==> src/rtl/imm_encoder_pkg.sv <==
// Shared immediate-format select codes and field-clear masks for the immediate encoder.
package imm_encoder_pkg;

  // Format select codes, identical to the decode-side immediate generator.
  localparam logic [2:0] IMM_I = 3'd0;
  localparam logic [2:0] IMM_S = 3'd1;
  localparam logic [2:0] IMM_B = 3'd2;
  localparam logic [2:0] IMM_U = 3'd3;
  localparam logic [2:0] IMM_J = 3'd4;

  // Instruction bits owned by each format's immediate field.
  localparam logic [31:0] IMM_MASK_I = 32'hFFF00000;
  localparam logic [31:0] IMM_MASK_S = 32'hFE000F80;
  localparam logic [31:0] IMM_MASK_B = 32'hFE000F80;
  localparam logic [31:0] IMM_MASK_U = 32'hFFFFF000;
  localparam logic [31:0] IMM_MASK_J = 32'hFFFFF000;

endpackage

==> src/rtl/imm_pack.sv <==
// Combinational immediate packer: merges a signed immediate into a base instruction word.
// Range flagging is built only when IMM_ENC_RANGE_CHK_EN is defined.
module imm_pack
  import imm_encoder_pkg::*;
#(
  parameter int unsigned XLEN = 64
) (
  input  logic [31:0]     inst,
  input  logic [2:0]      immsel,
  input  logic [XLEN-1:0] imm,
  output logic [31:0]     packed_inst,
  output logic            err
);

  always_comb begin
    packed_inst = inst;
    case (immsel)
      IMM_I: packed_inst = (inst & ~IMM_MASK_I) | {imm[11:0], 20'd0};
      IMM_S: packed_inst = (inst & ~IMM_MASK_S) | {imm[11:5], 13'd0, imm[4:0], 7'd0};
      IMM_B: packed_inst = (inst & ~IMM_MASK_B) |
                           {imm[12], imm[10:5], 13'd0, imm[4:1], imm[11], 7'd0};
      IMM_U: packed_inst = (inst & ~IMM_MASK_U) | {imm[31:12], 12'd0};
      IMM_J: packed_inst = (inst & ~IMM_MASK_J) |
                           {imm[20], imm[10:1], imm[11], imm[19:12], 12'd0};
      default: packed_inst = inst;
    endcase
  end

`ifdef IMM_ENC_RANGE_CHK_EN
  // A value fits N signed bits when everything from bit N-1 upward is a pure sign extension.
  logic fit12, fit13, fit21, fit_u;

  assign fit12 = (&imm[XLEN-1:11]) | ~(|imm[XLEN-1:11]);
  assign fit13 = (&imm[XLEN-1:12]) | ~(|imm[XLEN-1:12]);
  assign fit21 = (&imm[XLEN-1:20]) | ~(|imm[XLEN-1:20]);
  assign fit_u = (&imm[XLEN-1:31]) | ~(|imm[XLEN-1:31]);

  always_comb begin
    err = 1'b0;
    case (immsel)
      IMM_I, IMM_S: err = ~fit12;
      IMM_B:        err = ~fit13 | imm[0];
      IMM_J:        err = ~fit21 | imm[0];
      IMM_U:        err = (|imm[11:0]) | ~fit_u;
      default:      err = 1'b1;
    endcase
  end
`else
  logic unused_imm;

  assign unused_imm = ^imm;
  assign err        = 1'b0;
`endif

endmodule

==> src/rtl/imm_encoder.sv <==
// Streaming immediate encoder: packs an immediate into an instruction and buffers it in a
// 2-entry FIFO. Optional range checking and error counting via IMM_ENC_RANGE_CHK_EN.
module imm_encoder
  import imm_encoder_pkg::*;
#(
  parameter int unsigned XLEN     = 64,
  parameter int unsigned ERRCNT_W = 16
) (
  input  logic                clk,
  input  logic                rst_n,
  input  logic                in_valid,
  output logic                in_ready,
  input  logic [31:0]         in_inst,
  input  logic [2:0]          in_immsel,
  input  logic [XLEN-1:0]     in_imm,
  output logic                out_valid,
  input  logic                out_ready,
  output logic [31:0]         out_inst,
  output logic                out_err,
  output logic [ERRCNT_W-1:0] err_count
);

  logic [31:0] pack_inst;
  logic        pack_err;

  imm_pack #(
    .XLEN(XLEN)
  ) u_imm_pack (
    .inst        (in_inst),
    .immsel      (in_immsel),
    .imm         (in_imm),
    .packed_inst (pack_inst),
    .err         (pack_err)
  );

  logic [31:0] inst_q [2];
  logic        wr_ptr_q, rd_ptr_q;
  logic [1:0]  count_q, count_d;
  logic        in_ready_q;
  logic        push, pop;

  assign push      = in_valid & in_ready_q;
  assign pop       = out_valid & out_ready;
  assign in_ready  = in_ready_q;
  assign out_valid = (count_q != 2'd0);
  assign out_inst  = inst_q[rd_ptr_q];

  always_comb begin
    count_d = count_q;
    case ({push, pop})
      2'b10:   count_d = count_q + 2'd1;
      2'b01:   count_d = count_q - 2'd1;
      default: count_d = count_q;
    endcase
  end

  always_ff @(posedge clk or negedge rst_n) begin
    if (!rst_n) begin
      inst_q[0]  <= '0;
      inst_q[1]  <= '0;
      wr_ptr_q   <= 1'b0;
      rd_ptr_q   <= 1'b0;
      count_q    <= 2'd0;
      in_ready_q <= 1'b1;
    end else begin
      if (push) begin
        inst_q[wr_ptr_q] <= pack_inst;
        wr_ptr_q         <= ~wr_ptr_q;
      end
      if (pop) begin
        rd_ptr_q <= ~rd_ptr_q;
      end
      count_q <= count_d;
      // Registered so in_ready never depends combinationally on out_ready.
      in_ready_q <= (count_d != 2'd2);
    end
  end

`ifdef IMM_ENC_RANGE_CHK_EN
  logic [1:0]          err_q;
  logic [ERRCNT_W-1:0] err_count_q;

  assign out_err   = err_q[rd_ptr_q];
  assign err_count = err_count_q;

  always_ff @(posedge clk or negedge rst_n) begin
    if (!rst_n) begin
      err_q       <= 2'b00;
      err_count_q <= '0;
    end else begin
      if (push) begin
        err_q[wr_ptr_q] <= pack_err;
      end
      if (pop && out_err && !(&err_count_q)) begin
        err_count_q <= err_count_q + 1'b1;
      end
    end
  end
`else
  logic unused_err;

  assign unused_err = pack_err;
  assign out_err    = 1'b0;
  assign err_count  = '0;
`endif

endmodule
==> config.mk <==
export PLATFORM = sky130hd
export DESIGN_NAME = imm_encoder
export DESIGN_NICKNAME = d
export VERILOG_FILES = /design/src/rtl/imm_encoder_pkg.sv /design/src/rtl/imm_pack.sv /design/src/rtl/imm_encoder.sv
export SDC_FILE = /design/constraint.sdc
export NUM_CORES = 1
export LEC_CHECK = 0
export ABC_AREA = 1
export BUFFER_PORTS_ARGS = -buffer_cell sky130_fd_sc_hd__clkbuf_2
export CAP_MARGIN = 15
export CORE_MARGIN = 10
export CORE_UTILIZATION = 49
export DETAILED_ROUTE_END_ITERATION = 12
export PLACE_DENSITY = 0.8
export RECOVER_POWER = 25
export SYNTH_ARGS = -nofsm -noshare
export SYNTH_HDL_FRONTEND = slang
export SYNTH_HIERARCHICAL = 1
export SYNTH_SLANG_ARGS = --single-unit
==> constraint.sdc <==
create_clock -name clk -period 1.75 [get_ports clk]
set_input_delay 0.0875 -clock clk [delete_from_list [all_inputs] [get_ports clk]]
set_output_delay 0.0875 -clock clk [all_outputs]
set_load 0.03 [all_outputs]
==> summary.md, run 1 <==
| Metric | Value |
|---|---|
| Fillers | `748` |
| FF/Latch Area | `0.00173 sq mm` |
| Vias in the first global route | `3511` |
| Status | `finished, final reports clean` |
| CP required | `1.95 ns` |
| Setup ws final | `0.234 ns` |
| Final cell utilization of the core | `0.596` |
| Clk slew on worst S/H paths | `0.07 ns` |
| Worst reg-to-reg path cell count | `5` |
| Min Hold Slack | `0.0268 ns` |
| First-pass DRT Iterations | `5` |
| Setup bufs post-CTS | `0` |
| TritonCTS Buffers | `9` |
| Fmax | `659 MHz` |
| Worst-skew pair later-pin latency | `0.32 ns` |
| Post-Layout Inst Area | `0.00463 sq mm` |
| First-pass GRT wire length | `16000 um` |
| Total Routing Usage GR | `0.163` |
| R2r endpoint | `inst_q[51]$_DFFE_PN0P_` |
| Slew Viols, Final | `0` |
| Min Clock Period, post-route | `1.52 ns` |
| Via count | `3513` |
| Final nets | `735` |
| Initial antenna violation count | `0` |
| Maxcap violations | `0` |
| DIE AREA | `0.0120 sq mm` |
| Htree depth | `3` |
| Setup Total Neg Slack | `0 ns` |
| Drt total wl | `9770 um` |
| Final Non-Filler Cells | `737` |
| Hold Vio Cnt, Final | `0` |
| Post-Syn Area | `0.00391 sq mm` |
| Setup crit start | `in_ready$_DFF_PN1_` |
| Worst-Margin Slew | `0.608 ns` |
| Crit Path Max Fanout | `38` |
| Detail Route Antenna Nets | `0` |
| Final worst path period share | `0.866` |
| Post-cts resize count | `0` |
| CORE AREA | `0.00777 sq mm` |
| Starting Density | `0.504` |
| Post-DR vias/cell | `4.77` |
| Place WS | `0.228 ns` |
| Worst reg-to-reg setup slack | `0.23 ns` |
| Synthesized instance count | `534` |
| WL per Instance | `13.3 um` |
| CP Launch Type | `register` |
| Clk_skew | `0.00718 ns` |
| Worst Setup EP | `inst_q[51]$_DFFE_PN0P_` |
| Drt initial violations | `212` |
| Clk sinks | `69` |
| Area of the multi-input gates | `0.00175 sq mm` |
| Endpoints failing setup | `0` |
| Setup CP Type | `register to register` |
| Port Buffers | `104` |
| Largest net degree at the start of global routing | `47` |
| Drt drc | `0` |
| Antenna Cells | `0` |
| Final HPWL DP | `7460 um` |
| Maximum clock insertion buffer count | `2` |
| I/O pin count | `154` |
| Avg Inst Size Synth | `7.33 sq um` |
| # rows | `32` |
| RSZ-0062 raised after global routing | `false` |
| CTS tree | `done` |
| Dpl cell area | `0.00439 sq mm` |
| Root buffer cell | `clkbuf_8` |
| Relative slew slack | `0.595` |
| Critical R2R Launch | `in_ready$_DFF_PN1_` |
| Pwr dens | `1740 mW/mm^2` |
| Max VDD drop | `0.000658 V` |
| Worst setup EP type | `register` |
| LEAKAGE | `2.66 nW` |
| Area delta synth->final | `18.2%` |
| Ratio of cells with drive above 1 in the final layout | `0.263` |
| Worst Path Arrival | `1.72 ns` |
| Total gr overflow | `0` |
| GP Congestion | `0.869` |
| Chip Height | `109 um` |
| HP Class | `input port to register` |
| Dpl cells | `717` |
| Hold depth | `3` |
| Die width | `109 um` |
| Overall Power | `8.05 mW` |
| Yosys warns | `6` |
registers in the layout (all words and copies together), names as in the netlist:
name	flops
wr_ptr_q	1
rd_ptr_q	1
in_ready	1
count_q	2
inst_q	64
worst min-delay path by stage:
| stage | startpoint | end | slack, ns |
|---|---|---|---|
| 3_3_place_gp | rst_n | count_q[1]$_DFF_PN0_ | 0.11 |
| 5_1_grt | in_inst[1] | inst_q[33]$_DFFE_PN0P_ | 0.05 |
| 2_1_floorplan | rst_n | count_q[0]$_DFF_PN0_ | -0.21 |
| 4_1_cts | in_inst[6] | inst_q[38]$_DFFE_PN0P_ | 0.01 |
| 6_report | in_inst[6] | inst_q[38]$_DFFE_PN0P_ | 0.03 |
| 3_5_place_dp | rst_n | count_q[1]$_DFF_PN0_ | 0.12 |
final cells by class:
class / count / share of cell area
multi-input cells: 385 / 0.377
flip-flops and latches: 69 / 0.373
repair buffers: 119 / 0.140
clock buffers: 15 / 0.0425
inverters: 47 / 0.0398
well taps: 102 / 0.0276
timing repair:
action	in CTS	in global routing
setup endpoints to repair	0	0
hold endpoints to repair	28	0
hold buffers	5	0
report_power, final:
group | leakage, nW | internal [mW] | switching, mW | total (mW)
registers | 0.859 | 2.35 | 0.380 | 2.73
clock network | 0.102 | 0.702 | 0.518 | 1.22
logic | 1.70 | 1.22 | 2.88 | 4.10
routing by layer:
metal  vias up  track usage  part of all wire
met4         0       0.0390            0.0062
met1      1585        0.214              0.46
met5         -            0                 0
li1       1801            -                 -
met3         4       0.0445             0.076
met2       123        0.261              0.46
worst max-delay path: stages (launching register included):
cell,delay (ns)
dfstp_2,0.55
nand2_1,0.08
or2_2,0.29
buf_4,0.27
nand2_1,0.13
o21ai_2,0.05
cells in the final DEF (no fill, tap or decap):
cell             n
dfstp_2          1
ha_1             1
clkinv_1         1
inv_6            1
buf_4            9
a21oi_1          6
inv_2            2
nor2_4           1
inv_4            1
a21oi_2          1
clkbuf_4         1
o21ai_0         37
inv_1           42
clkbuf_2       104
or2_2            1
nand2_1        243
dlygate4sd3_1    5
nand3_2          2
nand3_1         16
o21a_1           1
nand2_4          2
conb_1          17
nor2_8           1
nor2_2           3
clkbuf_1         1
nand4_1          3
dfrtp_1         68
clkbuf_8        14
o21ai_2         23
xor2_1           2
nor2_1          13
o21ai_1         12
Note: power is estimated with default switching activity, not from simulation.
==> inputs of run 2 (changes only) <==
--- a/config.mk
+++ b/config.mk
@@ -11,9 +11,8 @@
 export CORE_MARGIN = 10
 export CORE_UTILIZATION = 49
 export DETAILED_ROUTE_END_ITERATION = 12
-export PLACE_DENSITY = 0.8
+export PLACE_DENSITY = 0.81
 export RECOVER_POWER = 25
 export SYNTH_ARGS = -nofsm -noshare
 export SYNTH_HDL_FRONTEND = slang
-export SYNTH_HIERARCHICAL = 1
 export SYNTH_SLANG_ARGS = --single-unit
==> run 2 against run 1 <==
  * Routed wire length is 4.4% higher
  * Sequential cell count stayed put
  * Design area is 1.9% lower
  * Clock power is 11% lower
  * Non-clock buffer count stayed put
  * Critical path type unchanged
  * Synthesized area is 3.3% lower
  * Power is 1.5% lower
  * Highest routed layer unchanged
==> summary.md, run 2 <==
| Metric | Value |
|---|---|
| I/O pin count | `154` |
| Critical R2R Launch | `count_q[1]$_DFF_PN0_` |
| Clk_skew | `0.00624 ns` |
| Biggest regs | `inst_q (64), count_q (2)` |
| Drt drc | `0` |
| Avg Inst Size Synth | `7.28 sq um` |
| Largest register FFs | `64` |
| Worst-Margin Slew | `0.930 ns` |
| Htree depth | `3` |
| TritonCTS Buffers | `9` |
| Synth area leaders | `dfrtp_1, nand2_1, o21ai_0, nand3_1, buf_4` |
| Ratio of cells with drive above 1 in the final layout | `0.240` |
| Maximum clock insertion buffer count | `2` |
| Final worst path period share | `0.954` |
| Post-DR vias/cell | `4.86` |
| Distinct cells, synth | `29` |
| Worst-skew pair later-pin latency | `0.33 ns` |
| # rows | `31` |
| Port Buffers | `104` |
| Chip Height | `108 um` |
| Worst Path Arrival | `1.93 ns` |
| FF/Latch Area | `0.00173 sq mm` |
| Synth Register Bits | `69` |
| Fmax | `599 MHz` |
| Post-Layout Inst Area | `0.00454 sq mm` |
| GP Congestion | `0.838` |
| Most frequent cells after synthesis | `nand2_1, dfrtp_1, o21ai_0` |
| Relative slew slack | `0.380` |
| Drt initial violations | `202` |
| Post-synth EDFFs | `0` |
| Maxcap violations | `0` |
| Setup crit start | `count_q[1]$_DFF_PN0_` |
| Most common cell after layout, fill and taps aside | `nand2_1` |
| WL per Instance | `14.0 um` |
| Clk slew on worst S/H paths | `0.07 ns` |
| Most frequent cell after synthesis | `nand2_1` |
| Post-Syn Area | `0.00378 sq mm` |
| Total Routing Usage GR | `0.178` |
| Pwr dens | `1750 mW/mm^2` |
| Detail Route Antenna Nets | `0` |
| CP Launch Type | `register` |
| Min-delay src | `in_inst[5]` |
| Max VDD drop | `0.000842 V` |
| First-pass GRT wire length | `17000 um` |
| Root buffer cell | `clkbuf_8` |
| Mux cell area share after synthesis | `0` |
| RSZ-0062 raised after global routing | `false` |
| DIE AREA | `0.0116 sq mm` |
| Post-Synth Adder-Cell Area | `0.00331` |
| Min Hold Slack | `0.0153 ns` |
| Antenna Cells | `0` |
| CTS tree | `done` |
| Final HPWL DP | `7470 um` |
| Status | `finished, final reports clean` |
| Dpl cell area | `0.00430 sq mm` |
| Sequential area share after synthesis | `0.457` |
| Drt total wl | `10200 um` |
| CORE AREA | `0.00737 sq mm` |
| Yosys warns | `0` |
| Share of the synthesized area in the top cell type | `0.450` |
| Compound-gate portion of the synthesized area | `0.0965` |
| Starting Density | `0.514` |
| Synthesized instance count | `520` |
| Area delta synth->final | `19.9%` |
| Min Clock Period, post-route | `1.67 ns` |
| Top_reg_cell synth | `dfrtp_1` |
| Endpoints failing setup | `0` |
| CP required | `2.01 ns` |
| First-pass DRT Iterations | `6` |
| Worst setup EP type | `register` |
| Via count | `3541` |
| Async set-reset flop share out of synthesis | `1.00` |
| Largest net degree at the start of global routing | `70` |
| Hold Vio Cnt, Final | `0` |
| Cell taking the most area after synthesis | `dfrtp_1` |
| Fillers | `683` |
| Clk sinks | `69` |
| Setup CP Type | `register to register` |
| Largest family of logic cells by synthesized area | `simple AND/OR/NAND/NOR gates` |
| LEAKAGE | `2.62 nW` |
| Slew Viols, Final | `0` |
| Total gr overflow | `0` |
| Area of the multi-input gates | `0.00171 sq mm` |
| Synth Area in Simple Gates | `0.330` |
| Register with the most flip-flops | `inst_q` |
| Final cell utilization of the core | `0.616` |
| Final nets | `729` |
| Crit Path Max Fanout | `3` |
| HP Class | `input port to register` |
| Commonest non-fill, non-tap cells in the layout | `nand2_1, clkbuf_2, dfrtp_1` |
| Vias in the first global route | `3588` |
| Initial antenna violation count | `0` |
| Die width | `108 um` |
| Post-Synth XOR/XNOR Area | `0.00463` |
==> run 2: cell count changes in the layout (fill, tap and decap cells not counted), moves of 5 or more <==
cell,previous run,this run
o21ai_2,23,3
o21ai_1,12,25
nand3_1,16,27
inv_1,42,33
nor2_1,13,4
or2_2,1,9
a21oi_1,6,1
==> run 2: what timing repair did <==
action | 4_1_cts | 5_1_grt
resized for setup | 3 | 7
setup endpoints to repair | 1 | 62
buffers inserted | 1 | 0
hold buffers | 7 | 0
pin swaps | 3 | 1
hold endpoints to repair | 74 | 0
==> run 2: critical path, cell delays in order (launching register included) <==
cell,delay (ns)
dfrtp_1,0.38
or2_4,0.26
nand2_2,0.07
inv_1,0.04
ha_1,0.29
a21oi_1,0.13
o21ai_1,0.09
xnor2_1,0.23
nand3_1,0.11
==> run 2: cell families after synthesis <==
kind of cell	count (synthesis)
AO/OA/AOI/OAI	70
XOR/XNOR	2
adder cells (fa/ha/maj)	1
buffers and inverters	80
flip-flops	69
other	1
AND/OR/NAND/NOR	297
==> run 2: final cells by class <==
class                   count  area share
flip-flops and latches     69       0.381
inverters                  39      0.0345
multi-input cells         387       0.377
well taps                  99      0.0273
clock inverters             2     0.00221
clock buffers              13      0.0328
repair buffers            119       0.145
==> run 2: final timing paths <==
path | end | slack (ns) | depth (start not counted)
worst max-delay path | in_ready$_DFF_PN1_ | 0.08 | 8
worst min-delay path | inst_q[37]$_DFFE_PN0P_ | 0.02 | 3
worst max register to register | in_ready$_DFF_PN1_ | 0.08 | 8
worst min register to register | inst_q[52]$_DFFE_PN0P_ | 0.48 | 2
max in group asynchronous | rd_ptr_q$_DFFE_PN0P_ | 0.55 | 3
min in group asynchronous | inst_q[6]$_DFFE_PN0P_ | 0.55 | 3
==> run 2: where the power goes <==
group          switching, mW  internal [mW]
registers              0.417           2.36
clock network          0.549          0.543
logic                   2.82           1.23
total                   3.79           4.13
==> run 2: stage by stage <==
step | std cells | power [mW] | TNS, ns | setup slack, ns
floorplan | 536 | 5.62 | 0 | 0.0112
global placement | 705 | 6.70 | 0 | 0.0681
detailed placement | 705 | 6.81 | -0.0670 | -0.0670
CTS | 728 | 7.97 | 0 | 0.0157
global route | 728 | 8.56 | 0 | 0.00416
finish | 728 | 7.92 | 0 | 0.0805
==> run 2: per-layer routing <==
metal	share of wire	routed length, um	global-route usage
met3	0.077	786	0.0431
met2	0.47	4830	0.291
met1	0.43	4410	0.224
met4	0.017	169	0.0582
met5	0	0	0
